$ cat src/rtl/beep_sched_pkg.sv
// Shared definitions for the buzzer scheduler: FSM state encoding, default widths
// and the minimum tone half-period.
package beep_sched_pkg;

  typedef enum logic [1:0] {
    IDLE = 2'd0,
    ON   = 2'd1,
    OFF  = 2'd2,
    DONE = 2'd3
  } state_e;

  localparam int DEF_NUM_REQ  = 4;
  localparam int DEF_TONE_W   = 15;
  localparam int DEF_DUR_W    = 16;
  localparam int DEF_REP_W    = 4;
  localparam int DEF_TICK_DIV = 50000;

  localparam int MIN_TONE = 2;

endpackage

$ cat src/rtl/beep_sched_tone_gen.sv
// beep_tone_gen: square wave of half-period half_i while en_i is high; restart_i marks
// the first cycle of a burst so the wave always starts with a full high half.
module beep_tone_gen
  import beep_sched_pkg::*;
#(
  parameter int TONE_W = DEF_TONE_W
) (
  input  logic              clk,
  input  logic              rst_n,
  input  logic              en_i,
  input  logic              restart_i,
  input  logic [TONE_W-1:0] half_i,
  output logic              beep_o
);

  logic [TONE_W:0] cnt_q;
  logic [TONE_W:0] cnt_cur;
  logic [TONE_W:0] period_m1;

  assign period_m1 = {half_i, 1'b0} - (TONE_W+1)'(1);
  assign cnt_cur   = restart_i ? '0 : cnt_q;

  always_ff @(posedge clk or negedge rst_n) begin
    if (!rst_n) begin
      cnt_q  <= '0;
      beep_o <= 1'b0;
    end else begin
      beep_o <= en_i && (cnt_cur < {1'b0, half_i});
      if (!en_i)
        cnt_q <= '0;
      else if (cnt_cur == period_m1)
        cnt_q <= '0;
      else
        cnt_q <= cnt_cur + (TONE_W+1)'(1);
    end
  end

endmodule

$ cat src/rtl/beep_sched.sv
// beep_sched: fixed-priority buzzer scheduler playing (ON, OFF) x reps patterns.
// Optional preemption by higher-priority requesters: define BEEP_SCHED_PREEMPT_EN.
//
//   state | meaning
//   IDLE  | waiting for a request; req_ready offered to lowest valid index
//   ON    | tone playing for on x TICK_DIV cycles
//   OFF   | silent for off x TICK_DIV cycles
//   DONE  | one-cycle completion pulse, then IDLE
module beep_sched
  import beep_sched_pkg::*;
#(
  parameter int NUM_REQ  = DEF_NUM_REQ,
  parameter int TONE_W   = DEF_TONE_W,
  parameter int DUR_W    = DEF_DUR_W,
  parameter int REP_W    = DEF_REP_W,
  parameter int TICK_DIV = DEF_TICK_DIV
) (
  input  logic                       clk,
  input  logic                       rst_n,
  input  logic [NUM_REQ-1:0]         req_valid,
  output logic [NUM_REQ-1:0]         req_ready,
  input  logic [NUM_REQ*TONE_W-1:0]  req_tone,
  input  logic [NUM_REQ*DUR_W-1:0]   req_on,
  input  logic [NUM_REQ*DUR_W-1:0]   req_off,
  input  logic [NUM_REQ*REP_W-1:0]   req_reps,
  output logic                       beep,
  output logic                       busy,
  output logic [$clog2(NUM_REQ)-1:0] active_id,
  output logic                       done
);

  localparam int ID_W  = $clog2(NUM_REQ);
  localparam int PRE_W = $clog2(TICK_DIV);

  state_e            state_q;
  logic [TONE_W-1:0] tone_q;
  logic [DUR_W-1:0]  on_q, off_q, dur_q;
  logic [REP_W-1:0]  reps_q, rep_q;
  logic [PRE_W-1:0]  pre_q;
  logic [ID_W-1:0]   active_id_q;
  logic              done_q;
  logic              tone_rst_q;

  logic [NUM_REQ-1:0] elig;
  logic [ID_W-1:0]    gidx;
  logic               hs;
  logic [TONE_W-1:0]  g_tone_raw, g_tone;
  logic [DUR_W-1:0]   g_on, g_off;
  logic [REP_W-1:0]   g_reps_raw, g_reps;
  logic [DUR_W-1:0]   cur_dur;
  logic               pre_end, dur_end, last_rep;

  always_comb begin
    elig = '0;
    if (state_q == IDLE)
      elig = req_valid;
`ifdef BEEP_SCHED_PREEMPT_EN
    else if (state_q == ON || state_q == OFF) begin
      for (int i = 0; i < NUM_REQ; i++)
        if (i < int'(active_id_q)) elig[i] = req_valid[i];
    end
`endif
    gidx = '0;
    for (int i = NUM_REQ-1; i >= 0; i--)
      if (elig[i]) gidx = ID_W'(i);
    req_ready = '0;
    if (|elig) req_ready[gidx] = 1'b1;
  end

  assign hs = |(req_valid & req_ready);

  assign g_tone_raw = req_tone[int'(gidx)*TONE_W +: TONE_W];
  assign g_on       = req_on[int'(gidx)*DUR_W +: DUR_W];
  assign g_off      = req_off[int'(gidx)*DUR_W +: DUR_W];
  assign g_reps_raw = req_reps[int'(gidx)*REP_W +: REP_W];
  assign g_tone     = (g_tone_raw < TONE_W'(MIN_TONE)) ? TONE_W'(MIN_TONE) : g_tone_raw;
  assign g_reps     = (g_reps_raw == '0) ? REP_W'(1) : g_reps_raw;

  assign cur_dur  = (state_q == ON) ? on_q : off_q;
  assign pre_end  = (pre_q == PRE_W'(TICK_DIV-1));
  assign dur_end  = (dur_q == cur_dur - DUR_W'(1));
  assign last_rep = (rep_q == reps_q - REP_W'(1));

  always_ff @(posedge clk or negedge rst_n) begin
    if (!rst_n) begin
      state_q     <= IDLE;
      tone_q      <= '0;
      on_q        <= '0;
      off_q       <= '0;
      reps_q      <= '0;
      rep_q       <= '0;
      dur_q       <= '0;
      pre_q       <= '0;
      active_id_q <= '0;
      done_q      <= 1'b0;
      tone_rst_q  <= 1'b0;
    end else begin
      done_q     <= 1'b0;
      tone_rst_q <= 1'b0;
      if (hs) begin
        // a grant (from IDLE or by preemption) always starts a fresh pattern
        tone_q      <= g_tone;
        on_q        <= g_on;
        off_q       <= g_off;
        reps_q      <= g_reps;
        active_id_q <= gidx;
        rep_q       <= '0;
        dur_q       <= '0;
        pre_q       <= '0;
        if (g_on != '0) begin
          state_q    <= ON;
          tone_rst_q <= 1'b1;
        end else if (g_off != '0) begin
          state_q <= OFF;
        end else begin
          state_q <= DONE;
          done_q  <= 1'b1;
        end
      end else begin
        case (state_q)
          IDLE: ;
          ON: begin
            if (pre_end) begin
              pre_q <= '0;
              if (dur_end) begin
                dur_q <= '0;
                if (off_q != '0) begin
                  state_q <= OFF;
                end else if (last_rep) begin
                  state_q <= DONE;
                  done_q  <= 1'b1;
                end else begin
                  rep_q      <= rep_q + REP_W'(1);
                  tone_rst_q <= 1'b1;
                end
              end else begin
                dur_q <= dur_q + DUR_W'(1);
              end
            end else begin
              pre_q <= pre_q + PRE_W'(1);
            end
          end
          OFF: begin
            if (pre_end) begin
              pre_q <= '0;
              if (dur_end) begin
                dur_q <= '0;
                if (last_rep) begin
                  state_q <= DONE;
                  done_q  <= 1'b1;
                end else begin
                  rep_q <= rep_q + REP_W'(1);
                  if (on_q != '0) begin
                    state_q    <= ON;
                    tone_rst_q <= 1'b1;
                  end
                end
              end else begin
                dur_q <= dur_q + DUR_W'(1);
              end
            end else begin
              pre_q <= pre_q + PRE_W'(1);
            end
          end
          DONE:    state_q <= IDLE;
          default: state_q <= IDLE;
        endcase
      end
    end
  end

  beep_tone_gen #(.TONE_W(TONE_W)) u_tone (
    .clk       (clk),
    .rst_n     (rst_n),
    .en_i      (state_q == ON),
    .restart_i (tone_rst_q),
    .half_i    (tone_q),
    .beep_o    (beep)
  );

  assign busy      = (state_q != IDLE);
  assign active_id = active_id_q;
  assign done      = done_q;

endmodule

$ cat config.mk
export PLATFORM = sky130hd
export DESIGN_NAME = beep_sched
export DESIGN_NICKNAME = d
export VERILOG_FILES = /design/src/rtl/beep_sched_pkg.sv /design/src/rtl/beep_sched_tone_gen.sv /design/src/rtl/beep_sched.sv
export SDC_FILE = /design/constraint.sdc
export NUM_CORES = 1
export LEC_CHECK = 0
export ABC_AREA = 1
export ABC_CLOCK_PERIOD_IN_PS = 2600
export CAP_MARGIN = 30
export CORE_ASPECT_RATIO = 1.5
export CORE_MARGIN = 10
export CORE_UTILIZATION = 40
export CTS_CLUSTER_DIAMETER = 40
export CTS_CLUSTER_SIZE = 30
export DETAILED_ROUTE_END_ITERATION = 6
export GPL_ROUTABILITY_DRIVEN = 0
export PLACE_DENSITY = 0.76
export SLEW_MARGIN = 20
export SYNTH_ARGS = -nofsm -noshare
export SYNTH_HDL_FRONTEND = slang
export SYNTH_HIERARCHICAL = 1
export SYNTH_SLANG_ARGS = --single-unit
$ cat constraint.sdc
create_clock -name clk -period 2.6 [get_ports clk]
set_input_delay 0.39 -clock clk [delete_from_list [all_inputs] [get_ports clk]]
set_output_delay 0.39 -clock clk [all_outputs]
set_load 0.005 [all_outputs]
==> metrics, run 1 <==
post-synthesis register bit count between 100 and 150; final-report max-slew violation count 0; Crit Path Max Fanout 8; GRT Total Usage 23.4%; critical path startpoint state_q[0]; pin count of the biggest net entering global routing 53; Synth Warn # 6; Setup crit end kind register; Bufs on Longest Clock Path 2; min-delay worst type input pin to asynchronous set/reset pin; sequential cell area 2750 um2; Final nets 2,083; Crit path arrival time approximately 3.1 ns; fill count 1,782; Root Driver clkbuf_16; Leak 6.88 nW; WL final roughly 40 mm; Cell Chain, Critical Path buf_6 -> inv_4 -> ha_4 -> nand2_4 -> buf_6 -> nand2_8 -> buf_12 -> buf_6 -> buf_6 -> a21oi_1 -> o21ai_1 -> nand3_2 -> nor2_1 -> nand2_1 -> nor2_2 -> nand2_2 -> nand3_2 -> nand2_1 -> inv_1 -> nand2_1 -> nand2_1; Layout Skew about 0.0091 ns; CTS Sinks 110; unrepaired setup endpoints after global routing yes; post-synthesis adder-cell area fraction 3.42%; Critical R2R Launch state_q[0]; WL per Instance 18.5 um; Starting Density 40.8%; mux cell area share after synthesis 0.109%; Setup CP Type register to register; Fin. Hold Viols 4; final core utilization 63.9%; Worst Slack Setup Final -0.227 ns; vias in the first global route between 10,000 and 15,000; worst rel slew slack 65.1%; routed vias/inst between 5 and 6; Critical-path top delay cell dfrtp_1; dpl hpwl approximately 28 mm; Synth Area in Compound Gates 13.5%; Yosys top cell area share 30.1%; first-pass GRT wire length 55.8 mm; Die Y 205 um; Final setup viols 26; RR Endpoint state_q[0]; synth-to-layout area growth 56.8%; # IOs 219; xor/xnor share of the synthesized area approximately 3.8%; minimum clock period roughly 2.8 ns; antenna-violating nets left 0; core area 22,500 um2; share of cells above drive strength 1 22.0%; Clock transition at path regs around 0.08 ns; CP endpoint state_q[0]; synth top area cells dfrtp_1 (30%), nand2_1 (20%), nor2_1 (7.3%), inv_1 (6.7%), o21ai_0 (6.2%); register area share after synthesis 30.1%; Yosys top cell by area dfrtp_1; WHS -0.00288 ns; Cell variety after synth 43; simple-gate portion of the synthesized area 39.0%; initial DRC count slightly below 900; Ant. Diodes 0; maxcap violations 0; Syn Inst Count 1,482; H-tree levels 3; Num CTS Buffers 9; DR vias between 10,000 and 15,000; standard-cell rows between 60 and 70; Worst R2R Path Depth 21; worst slew pin tran about 0.52 ns; Syn Nets 1,717; multi-input logic area 6270 um2; setup_tns -3.13 ns; Largest stage delay, worst path about 0.44 ns; Die Area 29,500 um2; I/O Buffers 218; Remaining Overflow, GRT 0; largest family of logic cells by synthesized area simple AND/OR/NAND/NOR gates; Post-Syn Area 9160 um2; maximum VDD drop between 0.0002 and 0.0003 V; Initial DRT Pass Iterations 7; failing checks DRC, hold timing, setup timing; PwrDens 255 nW/um2; CTS tree yes; Die X 144 um; Critical Path RT roughly 2.9 ns; outcome finished with violations; R2R setup slack -0.23 ns; CP startpoint kind register; final cycle utilization of the critical path 109%; DRC errors left 2; worst-skew pair later-pin latency 0.36 ns; Avg Synthesized Cell Area just over 6 um2; initial antenna violation count 0; Peak Freq 354 MHz
repair_timing:
| action | in CTS | in global routing |
|---|---|---|
| hold buffers | 0 | 0 |
| resized for setup | 104 | 178 |
| pin swaps | 33 | 88 |
| buffers inserted | 15 | 26 |
| cloned | 2 | 11 |
| setup endpoints to repair | 38 | 30 |
sequential cells by signal, summed over array words and instances, names as in the netlist:
signal	cells
reps_q	4
u_tone/beep_o	1
state_q	2
on_q	16
dur_q	16
tone_q	15
tone_rst_q	1
rep_q	4
pre_q	16
off_q	16
done	1
active_id	2
u_tone/cnt_q	16
worst min path at each step:
stage / from / to / slack (ns)
2_1_floorplan: rst_n / active_id[0] / 0.09
3_3_place_gp: rst_n / tone_q[2] / 0.39
3_5_place_dp: rst_n / tone_q[2] / 0.39
4_1_cts: rst_n / tone_q[2] / 0.01
5_1_grt: rst_n / active_id[1] / 0.01
6_report: rst_n / tone_q[2] / -0.003
where the power goes:
part | switching, mW | internal (mW) | total [mW]
logic | 0.204 | 0.378 | 0.582
registers | 0 | 1.71 | 1.71
clock network | 0.709 | 0.663 | 1.37
total | 0.912 | 2.75 | 3.66
synth_stat cells, drive strengths merged:
| master | n |
|---|---|
| a22o | 1 |
| nor3b | 3 |
| ha | 25 |
| a211oi | 1 |
| nor4b | 1 |
| o221ai | 1 |
| a21oi | 66 |
| nand3 | 97 |
| o211ai | 4 |
| xnor2 | 9 |
| o22ai | 1 |
| xor2 | 31 |
| o41ai | 1 |
| and3 | 1 |
| a221oi | 1 |
| o21bai | 3 |
| clkbuf | 21 |
| dfrtp | 110 |
| nand4 | 10 |
| a21o | 1 |
| nor3 | 26 |
| nand2 | 490 |
| inv | 176 |
| nand3b | 7 |
| nor2 | 197 |
| or2 | 7 |
| o31ai | 5 |
| a22oi | 14 |
| o21ai | 123 |
| nor4 | 14 |
| mux2i | 1 |
| buf | 30 |
| a31oi | 4 |
worst max-delay path, delay by kind of cell, from the launching register on:
| kind | cells | cell delay [ns] |
|---|---|---|
| and+or+nand+nor | 11 | 1.08 |
| buffers and inverters | 7 | 0.84 |
| DFF | 1 | 0.44 |
| adders and majority gates | 1 | 0.23 |
| AOI/OAI and AO/OA | 2 | 0.18 |
placed cells by master, fill, tap and decap left out, drive strengths merged, types with 4 or more instances in the layout:
master	count
xnor2	9
nor4	14
xor2	31
a21oi	66
clkbuf	18
o21ai	123
nand3	97
o211ai	4
a31oi	4
nor3	26
dfrtp	110
nor2	197
or2	7
inv	178
nand4	10
buf	180
nand3b	7
ha	25
a22oi	14
nand2	490
clkdlybuf4s50	215
o31ai	5
layout make-up:
type	count	share of cell area [%]
clock buffers	9	1.57
clock inverters	7	0.392
inverters	176	4.78
multi-input cells	1145	43.7
flip-flops and latches	110	19.2
well taps	276	2.41
repair buffers	406	28.0
through the flow:
stage | setup slack [ns] | std cells | power, mW | cell area [um2]
2_1_floorplan | 0.0357 | 1482 | 1.82 | 9160
3_3_place_gp | -0.550 | 2061 | 2.25 | 12500
3_5_place_dp | -0.580 | 2061 | 2.25 | 12500
4_1_cts | -0.0754 | 2094 | 3.61 | 13300
5_1_grt | -0.311 | 2129 | 3.77 | 14400
6_report | -0.227 | 2129 | 3.66 | 14400
logic make-up after synthesis:
| kind of cell | after synthesis |
|---|---|
| fa+ha+maj | 25 |
| compound gates | 226 |
| simple gates | 853 |
| xor+xnor | 40 |
| mux | 1 |
| flops | 110 |
| buf+inv | 227 |
routing by layer:
layer / up-vias / wire, um / global-route usage (%)
li1: 5473 / - / -
met1: 5505 / 14100 / 25.8
met5: - / 0 / 0
met4: 0 / 2680 / 10.9
met3: 178 / 2820 / 3.90
met2: 610 / 19700 / 42.6
No activity file was read; power rests on OpenSTA's default activity.
==> run 2: changes to the inputs <==
--- a/config.mk
+++ b/config.mk
@@ -15,7 +15,7 @@
 export CTS_CLUSTER_SIZE = 30
 export DETAILED_ROUTE_END_ITERATION = 6
 export GPL_ROUTABILITY_DRIVEN = 0
-export PLACE_DENSITY = 0.76
+export PLACE_DENSITY_LB_ADDON = 0.08
 export SLEW_MARGIN = 20
 export SYNTH_ARGS = -nofsm -noshare
 export SYNTH_HDL_FRONTEND = slang
==> metrics, run 2 (synthesis results as in run 1) <==
standard-cell rows 67 (unchanged); dpl hpwl 30.2 mm (was 27.9 mm); CTS Sinks 110 (unchanged); DR vias 11,059 (was 11,766); Remaining Overflow, GRT 0 (unchanged); Int Pwr 2.85 mW (was 2.75 mW); unrepaired setup endpoints after global routing yes (unchanged); Leak 6.80 nW (was 6.88 nW); Peak Freq 370 MHz (was 354 MHz); Critical-path top delay cell dfrtp_1 (unchanged); maximum VDD drop 0.000359 V (was 0.000290 V); # IOs 219 (unchanged); Num CTS Buffers 9 (unchanged); initial antenna violation count 1 (was 0); PwrDens 262 nW/um2 (was 255 nW/um2); Fin. Hold Viols 0 (was 4); Post-DP Area 12,700 um2 (was 12,500 um2); I/O Buffers 218 (unchanged); share of cells above drive strength 1 23.7% (was 22.0%); core area 22,500 um2 (unchanged); Sw Share 24.3% (was 24.9%); pin count of the biggest net entering global routing 54 (was 53); Root Driver clkbuf_16 (unchanged); minimum clock period 2.71 ns (was 2.83 ns); Stages on worst setup path 22 (was 21); routed vias/inst 5.16 (was 5.53); DRC errors left 0 (was 2); commonest non-fill, non-tap cell in the layout nand2_1 (unchanged); Final setup viols 23 (was 26); antenna-violating nets left 0 (unchanged); Setup crit end kind register (unchanged); WL per Instance 18.0 um (was 18.5 um); initial DRC count 692 (was 885); Setup CP Type register to register (unchanged); kind of cell adding the most delay to the critical path simple AND/OR/NAND/NOR gates (unchanged); GRT Total Usage 25.3% (was 23.4%); Worst Slack Setup Final -0.105 ns (was -0.227 ns); Cell Chain, Critical Path buf_6 -> ha_4 -> buf_8 -> buf_8 -> nand2_4 -> nand2_4 -> buf_6 -> nor2_4 -> inv_2 -> nor2_2 -> nand2_1 -> nand2_1 -> nand2_2 -> nor2_1 -> nand2_1 -> nor2_2 -> nand2_4 -> nand3_4 -> nand2_8 -> nor2_4 -> nand2_1 -> nand2_1 (was buf_6 -> inv_4 -> ha_4 -> nand2_4 -> buf_6 -> nand2_8 -> buf_12 -> buf_6 -> buf_6 -> a21oi_1 -> o21ai_1 -> nand3_2 -> nor2_1 -> nand2_1 -> nor2_2 -> nand2_2 -> nand3_2 -> nand2_1 -> inv_1 -> nand2_1 -> nand2_1); outcome finished with violations (unchanged); first-pass GRT wire length 58.6 mm (was 55.8 mm); CTS tree yes (unchanged); Die X 144 um (unchanged); final-report max-slew violation count 0 (unchanged); Largest stage delay, worst path 0.41 ns (was 0.44 ns); maxcap violations 0 (unchanged); CP Buf/Inv Count 5 (was 7); CP most frequent cell nand2_1; Die Area 29,500 um2 (unchanged); synth-to-layout area growth 57.0% (was 56.8%); post-route cell area 14,400 um2 (about the same); Layout Skew 0.0118 ns (was 0.00915 ns); failing checks setup timing (was DRC, hold timing, setup timing); CP startpoint kind register (unchanged); final cycle utilization of the critical path 104% (was 109%); Bufs on Longest Clock Path 2 (unchanged); Critical Path RT 2.91 ns (was 2.89 ns); Final nets 2,095 (was 2,083); NetSw 0.916 mW (was 0.912 mW); worst rel slew slack 50.6% (was 65.1%); WL final 38.7 mm (was 39.3 mm); worst slew pin tran 0.741 ns (was 0.523 ns); Clock transition at path regs 0.08 ns (about the same); clock group share of total power 39.7% (was 37.5%); Crit path arrival time 3.01 ns (was 3.12 ns); Seq pwr share 45.3% (was 46.7%); most frequent cells in the layout nand2_1 (429), clkdlybuf4s50_1 (215), buf_4 (167) (was nand2_1 (442), clkdlybuf4s50_1 (215), inv_1 (156)); Initial DRT Pass Iterations 6 (was 7); Crit Path Max Fanout 8 (unchanged); H-tree levels 3 (unchanged); setup_tns -0.922 ns (was -3.13 ns); worst-skew pair later-pin latency 0.38 ns (was 0.36 ns); cts hold-fix bufs 0 (unchanged); Starting Density 40.8% (unchanged); Die Y 205 um (unchanged); WHS 0.0724 ns (was -0.00288 ns); Gate power share 14.9% (was 15.9%); vias in the first global route 11,018 (was 10,915); Worst R2R Path Depth 22 (was 21); min-delay worst type input pin to asynchronous set/reset pin (unchanged)
-- run 2: changes by cell type in the layout (fill, tap and decap cells not counted), sizes merged --
| cell | previous run | this run |
|---|---|---|
| dlymetal6s2s | 1 | 0 |
| bufinv | 0 | 1 |
| clkinvlp | 3 | 2 |
| clkinv | 2 | 3 |
| clkbuf | 18 | 11 |
| diode | 0 | 2 |
| buf | 180 | 199 |
-- run 2: worst paths after layout --
check | from | to | slack [ns]
max in group asynchronous | rst_n | dur_q[9] | 1.86
min | rst_n | active_id[1] | 0.07
min reg2reg | active_id[1] | active_id[1] | 0.49
max reg2reg | state_q[0] | rep_q[0] | -0.11
min in group clk | active_id[1] | active_id[1] | 0.49
max | state_q[0] | rep_q[0] | -0.11
-- run 2: repair_timing --
item,4_1_cts,5_1_grt
resized for setup,158,149
pin swaps,51,63
cloned,1,2
setup endpoints to repair,41,35
buffers inserted,22,14
-- run 2: cell type report --
type | instances | area (um2)
Clock buffer | 9 | 225
Clock inverter | 7 | 90.1
Multi-Input combinational cell | 1145 | 6360
Sequential cell | 110 | 2750
Antenna cell | 2 | 5.00
Timing Repair Buffer | 417 | 3900
Fill cell | 2127 | 8100
Tap cell | 276 | 345
Inverter | 176 | 684
Timing Repair inverter | 1 | 7.51
-- run 2: layer usage --
layer / global-route usage [%] / part of all wire, %
met4: 11.3 / 4.0
met1: 27.5 / 38
met2: 46.5 / 53
met3: 4.38 / 5.4
met5: 0 / 0
-- run 2: power by group through the flow --
stage	registers [mW]	logic [mW]	clock network, mW
floorplan	1.74	0.0795	0
global placement	1.74	0.532	0
detailed placement	1.74	0.534	0
CTS	1.71	0.550	1.53
global route	1.71	0.604	1.59
finish	1.71	0.563	1.50
-- run 2: worst register-to-register path: stages, from the launching register on --
cell and delay [ns]:
dfrtp_1 0.41, buf_6 0.13, ha_4 0.19, buf_8 0.15
buf_8 0.13, nand2_4 0.06, nand2_4 0.06, buf_6 0.12
nor2_4 0.16, inv_2 0.05, nor2_2 0.11, nand2_1 0.06
nand2_1 0.06, nand2_2 0.05, nor2_1 0.08, nand2_1 0.07
nor2_2 0.17, nand2_4 0.11, nand3_4 0.12, nand2_8 0.09
nor2_4 0.14, nand2_1 0.06, nand2_1 0.05
-- run 2: metrics by stage --
step,cells,setup WS [ns],power [mW],utilization [%]
floorplan,1482,0.0357,1.82,-
global placement,2091,-0.470,2.27,56.7
detailed placement,2091,-0.445,2.28,56.7
CTS,2130,-0.0719,3.79,61.2
global route,2142,-0.250,3.91,64.0
finish,2143,-0.105,3.77,64.0
